### src/rtl/fetch_queue_if.sv
// Fetch-queue bundle: instruction-memory request/response, redirect from execute,
// and the decode-facing head-of-queue handshake with occupancy.
interface fetch_queue_if #(
    parameter int DEPTH = 4
);
    localparam int CW = $clog2(DEPTH) + 1;

    logic [31:0]   imem_addr;
    logic          imem_req;
    logic [31:0]   imem_rdata;
    logic          imem_ready;
    logic          redirect;
    logic [31:0]   redirect_pc;
    logic          ins_valid;
    logic [31:0]   ins;
    logic [31:0]   ins_pc;
    logic          ins_ready;
    logic [CW-1:0] count;

    modport master (
        output imem_addr, imem_req, ins_valid, ins, ins_pc, count,
        input  imem_rdata, imem_ready, redirect, redirect_pc, ins_ready
    );

    modport slave (
        input  imem_addr, imem_req, ins_valid, ins, ins_pc, count,
        output imem_rdata, imem_ready, redirect, redirect_pc, ins_ready
    );
endinterface

### src/rtl/fetch_queue.sv
// Instruction fetch queue: sequential PC fetch from a combinational memory into a
// DEPTH-entry FIFO, with redirect flush and synchronous active-high reset.
module fetch_queue #(
    parameter logic [31:0] RESET_PC = 32'h0000_0000,
    parameter int          DEPTH    = 4
) (
    input logic           clk,
    input logic           reset,
    fetch_queue_if.master bus
);
    localparam int            AW         = $clog2(DEPTH);
    localparam int            CW         = AW + 1;
    localparam logic [CW-1:0] FULL_COUNT = CW'(DEPTH);

    logic [31:0]   fetch_pc;
    logic [31:0]   ins_mem [DEPTH];
    logic [31:0]   pc_mem  [DEPTH];
    logic [AW-1:0] head;
    logic [AW-1:0] tail;
    logic [CW-1:0] count;
    logic          pop;
    logic          req;
    logic          push;

    // A pop frees a slot in the same cycle, so a full queue can still fetch.
    always_comb begin
        pop  = (count != '0) & bus.ins_ready;
        req  = ~reset & ~bus.redirect & ((count != FULL_COUNT) | pop);
        push = req & bus.imem_ready;
    end

    always_ff @(posedge clk) begin
        if (reset) begin
            fetch_pc <= RESET_PC;
            head     <= '0;
            tail     <= '0;
            count    <= '0;
        end else if (bus.redirect) begin
            fetch_pc <= {bus.redirect_pc[31:2], 2'b00};
            head     <= '0;
            tail     <= '0;
            count    <= '0;
        end else begin
            if (push) begin
                tail     <= tail + 1'b1;
                fetch_pc <= fetch_pc + 32'd4;
            end
            if (pop) begin
                head <= head + 1'b1;
            end
            if (push & ~pop) begin
                count <= count + 1'b1;
            end else if (pop & ~push) begin
                count <= count - 1'b1;
            end
        end
    end

    // push is already gated off by reset and redirect
    always_ff @(posedge clk) begin
        if (push) begin
            ins_mem[tail] <= bus.imem_rdata;
            pc_mem[tail]  <= fetch_pc;
        end
    end

    assign bus.imem_addr = fetch_pc;
    assign bus.imem_req  = req;
    assign bus.ins_valid = (count != '0);
    assign bus.ins       = ins_mem[head];
    assign bus.ins_pc    = pc_mem[head];
    assign bus.count     = count;
endmodule

### src/flat_wrapper.sv
// flat-port wrapper written by rule: the top's interface ports become plain ports
module fetch_queue_flat 
#(
    parameter logic [31:0] RESET_PC = 32'h0000_0000,
    parameter int          DEPTH    = 4
)
  (clk, reset, bus_imem_addr, bus_imem_req, bus_ins_valid, bus_ins, bus_ins_pc, bus_count, bus_imem_rdata, bus_imem_ready, bus_redirect, bus_redirect_pc, bus_ins_ready);
  fetch_queue_if #(.DEPTH(DEPTH)) bus_i ();
  input logic clk;
  input logic reset;
  output wire logic [$bits(bus_i.imem_addr)-1:0] bus_imem_addr;
  output wire logic [$bits(bus_i.imem_req)-1:0] bus_imem_req;
  output wire logic [$bits(bus_i.ins_valid)-1:0] bus_ins_valid;
  output wire logic [$bits(bus_i.ins)-1:0] bus_ins;
  output wire logic [$bits(bus_i.ins_pc)-1:0] bus_ins_pc;
  output wire logic [$bits(bus_i.count)-1:0] bus_count;
  input wire logic [$bits(bus_i.imem_rdata)-1:0] bus_imem_rdata;
  input wire logic [$bits(bus_i.imem_ready)-1:0] bus_imem_ready;
  input wire logic [$bits(bus_i.redirect)-1:0] bus_redirect;
  input wire logic [$bits(bus_i.redirect_pc)-1:0] bus_redirect_pc;
  input wire logic [$bits(bus_i.ins_ready)-1:0] bus_ins_ready;
  assign bus_imem_addr = bus_i.imem_addr;
  assign bus_imem_req = bus_i.imem_req;
  assign bus_ins_valid = bus_i.ins_valid;
  assign bus_ins = bus_i.ins;
  assign bus_ins_pc = bus_i.ins_pc;
  assign bus_count = bus_i.count;
  assign bus_i.imem_rdata = bus_imem_rdata;
  assign bus_i.imem_ready = bus_imem_ready;
  assign bus_i.redirect = bus_redirect;
  assign bus_i.redirect_pc = bus_redirect_pc;
  assign bus_i.ins_ready = bus_ins_ready;
  fetch_queue #(.RESET_PC(RESET_PC), .DEPTH(DEPTH)) u_core (.clk(clk), .reset(reset), .bus(bus_i));
endmodule
### config.mk
export PLATFORM = sky130hd
export DESIGN_NAME = fetch_queue_flat
export DESIGN_NICKNAME = d
export VERILOG_FILES = /design/src/rtl/fetch_queue_if.sv /design/src/rtl/fetch_queue.sv /design/src/flat_wrapper.sv
export SDC_FILE = /design/constraint.sdc
export NUM_CORES = 1
export LEC_CHECK = 0
export CAP_MARGIN = 20
export CORE_MARGIN = 2
export CORE_UTILIZATION = 58
export DETAILED_ROUTE_END_ITERATION = 10
export PLACE_DENSITY = 0.81
export SLEW_MARGIN = 25
export SYNTH_ARGS = -nofsm -noshare
export SYNTH_HDL_FRONTEND = slang
export SYNTH_SLANG_ARGS = --single-unit
### constraint.sdc
create_clock -name clk -period 6.4 [get_ports clk]
set_clock_uncertainty 0.15 [all_clocks]
set_input_delay 0.96 -clock clk [delete_from_list [all_inputs] [get_ports clk]]
set_output_delay 0.96 -clock clk [all_outputs]
set_load 0.05 [all_outputs]
After elaboration in Yosys (flattened, before gate mapping)
Memory sizes are Yosys's and may differ from the RTL's. A register that Yosys moved wholly into a read port is not among the register bits.
Cells that the tools add are included.
{ "op_classes": {"reduce_logical": 4, "n_bitwise": 11, "n_eq_ne": 1, "n_mux": 10, "add_sub_neg": 5, "shifts": 0, "magnitude_cmp": 0, "multipliers": 0, "n_div": 0} }
{ "op_table": {"columns": ["op", "count"], "rows": [
  ["two-way mux 32 bit", 2],
  ["adder 32 x 3 -> 32 bit (second input constant)", 1],
  ["two-way mux 2 bit", 4],
  ["AND 1 bit", 6],
  ["two-way mux 3 bit", 2],
  ["adder 2 x 1 -> 2 bit (second input constant)", 2],
  ["NOT 1 bit", 4],
  ["nonzero test 2 bit", 2],
  ["adder 3 x 1 -> 3 bit (second input constant)", 1],
  ["!= test 3 bit (second input constant)", 1],
  ["nonzero test 3 bit", 1],
  ["subtractor 3 x 1 -> 3 bit (second input constant)", 1],
  ["two-way mux 1 bit", 2],
  ["OR reduction 2 bit", 1],
  ["OR 1 bit", 1]
]} }
{ "totals": {"reg_bits": 39, "n_memories": 2, "elab_cells": 38, "latch_bits": 0, "output_inout_bits": 101, "ramBits": 256, "romBits": 0, "input_bits": 69} }
{ "mem_list": {"columns": ["memory", "words", "width", "read_ports", "rd_clocked_by_memory_dff", "wr", "line", "source"], "rows": [
  ["u_core.ins_mem", 4, 32, 1, 1, 1, "fetch_queue.sv:16", "logic [31:0] ins_mem [DEPTH];"],
  ["u_core.pc_mem", 4, 32, 1, 1, 1, "fetch_queue.sv:17", "logic [31:0] pc_mem [DEPTH];"]
]} }

Longest topological paths before layout
{ "logic_depth": {"ltp_word": 9, "ltp_mapped": 10, "ltp_nobuf": 9} }

Worst setup path before layout
Ideal clock, no wire load.
{ "synth_path": {"kind": "in2reg", "start": "input port reset", "end": "memory u_core.ins_mem[0][0], enable pin", "t_arrival_ns": 2.933, "n_path_buf": 1, "path_slack_ns": 2.891, "required_time_ns": 5.823, "cell_stages": 3, "path_cell_list": "clkbuf_1 > nor3b_2 > and3_1"} }
{ "synth_via": {"elab_chain_cells": 6} }
{ "synth_lines": {"columns": ["item", "line", "source"], "rows": [
  ["start, declared", "flat_wrapper.sv:10", "input logic reset;"],
  ["NOT 1 bit", "fetch_queue.sv:28", "req = ~reset & ~bus.redirect & ((count != FULL_COUNT) | pop);"],
  ["AND 1 bit (2 in series)", "fetch_queue.sv:28", null],
  ["AND 1 bit", "fetch_queue.sv:29", "push = req & bus.imem_ready;"],
  ["two-way mux 1 bit", "fetch_queue.sv:61", "if (push) begin"],
  ["two-way mux 1 bit (not written as such)", "fetch_queue.sv:62", "ins_mem[tail] <= bus.imem_rdata;"],
  ["end, declared", "fetch_queue.sv:16", null]
]} }
Every way passes these cells.

Worst setup path after layout
{ "layout_path": {"start": "input port reset", "end": "output port bus_imem_req"} }
{ "layout_via": {"elab_chain_cells": 3} }
{ "layout_lines": {"columns": ["item", "line", "source"], "rows": [
  ["NOT 1 bit", "fetch_queue.sv:28", null],
  ["AND 1 bit (2 in series)", "fetch_queue.sv:28", null],
  ["end, declared", "flat_wrapper.sv:12", "output wire logic [$bits(bus_i.imem_req)-1:0] bus_imem_req;"]
]} }
Every way passes these cells.

==> results.sh <==
export IMPL_drc=0
export IMPL_synthDistinctLibCells=50
export IMPL_ant_nets=0
export IMPL_wl_per_cell_um=21.75
export IMPL_finalNonFillerCells=1054
export IMPL_cts_setup_buffers=0
export IMPL_via_count=6199
export IMPL_cts_made_buffers=29
export IMPL_postCtsHoldBufs=0
export IMPL_hold_violations=0
export IMPL_startpoint_type="input pin"
export IMPL_diodes=0
export IMPL_cts_root_buffer="clkbuf_16"
export IMPL_drt_first_pass_iters=5
export IMPL_async_reset_ff_frac=0
export IMPL_peakVddDrop_uv=221.2
export IMPL_crit_top_cell="clkdlybuf4s50_1"
export IMPL_outcome="complete, no violations"
export IMPL_yosys_warnings=0
export IMPL_path_max_fanout=16
export IMPL_hpwlAfterDp_um=13500
export IMPL_cts_buffer_depth=3
export IMPL_place_area_um2=13050
export IMPL_r2r_start="u_core.bus.count[0]$_SDFFE_PP0P_"
export IMPL_worstMarginPinSlew_ns=0.9882
export IMPL_critPathKind="in2out"
export IMPL_viasPerCell=5.881
export IMPL_die_y_um=143.0
export IMPL_fin_area_um2=14080
export IMPL_start_util=0.5951
export IMPL_numPortBuffers=163
export IMPL_ys_dominant_reg_cell="edfxtp_1"
export IMPL_rsz0062_at_grt="no"
export IMPL_finalCriticalPeriod_ns=4.261
export IMPL_clock_sinks=287
export IMPL_setup_viol=0
export IMPL_cts_resized=0
export IMPL_die_area_um2=20450
export IMPL_totalWireLength_um=22930
export IMPL_arrival_ns=3.15
export IMPL_p_per_area_nw_per_um2=297.1
export IMPL_required_ns=5.29
export IMPL_grt_pass1_vias=6429
export IMPL_synth_seq_cells=287
export IMPL_fmaxAchievable_mhz=234.7
export IMPL_power_leakage_nw=4.433
export IMPL_hp_start="u_core.tail[1]$_SDFFE_PP0P_"
export IMPL_synthTopCellsByArea="edfxtp_1, mux4_2, dfxtp_1"
export IMPL_period_share=0.6657
export IMPL_core_region_area_um2=18830
export IMPL_yosysMostFrequentCell="edfxtp_1"
export IMPL_fp_row_count=50
export IMPL_worstPathCellList="clkdlybuf4s50_1 > nor2_1 > and2_1 > clkdlybuf4s50_1"
export IMPL_gp_congestion=0.8787
export IMPL_insertion_delay_ns=0.54
export IMPL_synth_top_cell_area_share=0.6645
export IMPL_drive_above_1_share=0.1625
export IMPL_io_pins=170
export IMPL_cts_tree="yes"
export IMPL_grt_use_total=0.2257
export IMPL_grt_max_degree=63
export IMPL_antenna_found_initial=0
export IMPL_slew_headroom=0.3412
export IMPL_nets=847
export IMPL_synthCells=605
export IMPL_synth_edf_count=248
export IMPL_clk_pin_slew_ns=0.06
export IMPL_synth_area_per_cell_um2=18.52
export IMPL_fin_setup_tns_ns=0
export IMPL_max_stage_delay_ns=0.81
export IMPL_hold_class="reg2reg"
export IMPL_slew_violations=0
export IMPL_crit_slowest_cell="clkdlybuf4s50_1"
export IMPL_syn_area_um2=11210
export IMPL_grt_first_pass_wirelength_um=35310
export IMPL_drtIter0Drc=447
export IMPL_post_place_cells=999
export IMPL_yosysTopAreaCell="edfxtp_1"
export IMPL_synthTopCellsByCount="edfxtp_1, mux4_2, dfxtp_1, nand2_1, clkbuf_1"
export IMPL_htree_levels=1
export IMPL_seq_area_frac_synth=0.7342
export IMPL_cap_violations=0
export IMPL_gr_total_overflow=0
export IMPL_critPathCaptureType="primary output"
export IMPL_syn_to_final_growth_pct=25.68
export IMPL_critPathLaunch="reset"
export IMPL_die_w_um=143.0
## final cells by class
type | count | area, um2
Clock buffer | 33 | 740.7
Inverter | 10 | 37.54
Timing Repair Buffer | 167 | 1682
Sequential cell | 287 | 8235
Clock inverter | 21 | 264.0
Multi-Input combinational cell | 276 | 2800
Fill cell | 1065 | 4746
Tap cell | 260 | 325.3
## power breakdown
| part | leakage [nW] | switching, mW | internal, mW | total, mW |
|---|---|---|---|---|
| sequential | 2.57 | 0.0385 | 2.07 | 2.10 |
| clock | 0.487 | 0.672 | 1.07 | 1.75 |
| combinational | 1.38 | 0.203 | 0.133 | 0.336 |
| total | 4.43 | 0.913 | 3.27 | 4.18 |
## critical path, delay by kind of cell
| kind | cells | cell delay [ns] |
|---|---|---|
| buf+inv | 2 | 1.57 |
| simple gates | 2 | 0.62 |
## path summary, 6_finish.rpt
path	to	slack (ns)	cells past startpoint
worst max-delay path	bus_imem_req	2.14	4
worst min-delay path	u_core.tail[1]$_SDFFE_PP0P_	0.36	2
worst max register to register	u_core.bus.count[2]$_SDFFE_PP0P_	3.53	9
worst min register to register	u_core.tail[1]$_SDFFE_PP0P_	0.36	2
## through the flow
step | hold WS [ns] | setup slack [ns] | total power, mW | utilization
final | 0.3601 | 2.139 | 4.185 | 0.7480
after global routing | 0.3871 | 1.982 | 4.309 | 0.7480
after CTS | 0.3609 | 1.822 | 4.215 | 0.7465
after detailed placement | 0.3518 | 2.121 | 2.477 | 0.6932
after global placement | 0.3274 | 2.230 | 2.467 | 0.6932
after floorplan | 0.3192 | 2.891 | 2.337 | -
## cells by family after synthesis
| kind of cell | Yosys count | share of synthesized area |
|---|---|---|
| simple gates | 127 | 0.06341 |
| compound gates | 52 | 0.03093 |
| buf+inv | 45 | 0.01876 |
| flops | 287 | 0.7342 |
| mux | 65 | 0.1275 |
| xor+xnor | 21 | 0.01641 |
| other cells | 1 | 0.0003346 |
| fa+ha+maj | 7 | 0.008485 |
## per-layer routing
metal | GRT usage | routed length (um) | vias up
li1 | - | - | 2781
met1 | 0.3149 | 9271 | 3098
met2 | 0.3798 | 11400 | 298
met3 | 0.04527 | 2016 | 22
met4 | 0.04065 | 242 | 0
met5 | 0 | 0 | -
## state kept, by name, indices dropped and copies added (netlist names), named ones only
name and flops:
u_core.ins_mem 128, u_core.pc_mem 120, u_core.bus.imem_addr 30, u_core.bus.count 3, u_core.head 2, u_core.tail 2
## cells in the final DEF (no fill, tap or decap), drive strengths merged, types with 2 or more instances in the layout
cell             n
mux4            62
clkdlybuf4s50  163
bufinv           6
nand4           11
or3              6
nor2            15
and3             9
o22ai            8
o311ai           6
ha               6
nand2           41
clkbuf          33
edfxtp         248
clkinv          12
nor3             8
nor4             6
buf              4
o211ai           2
and2             9
inv             12
dfxtp           39
conb             4
a211oi           5
and4             4
or4              6
nand3            8
xor2             6
a31oi           13
a21oi           15
xnor2           15
mux2             2
Power figures use the tool's default switching activity.
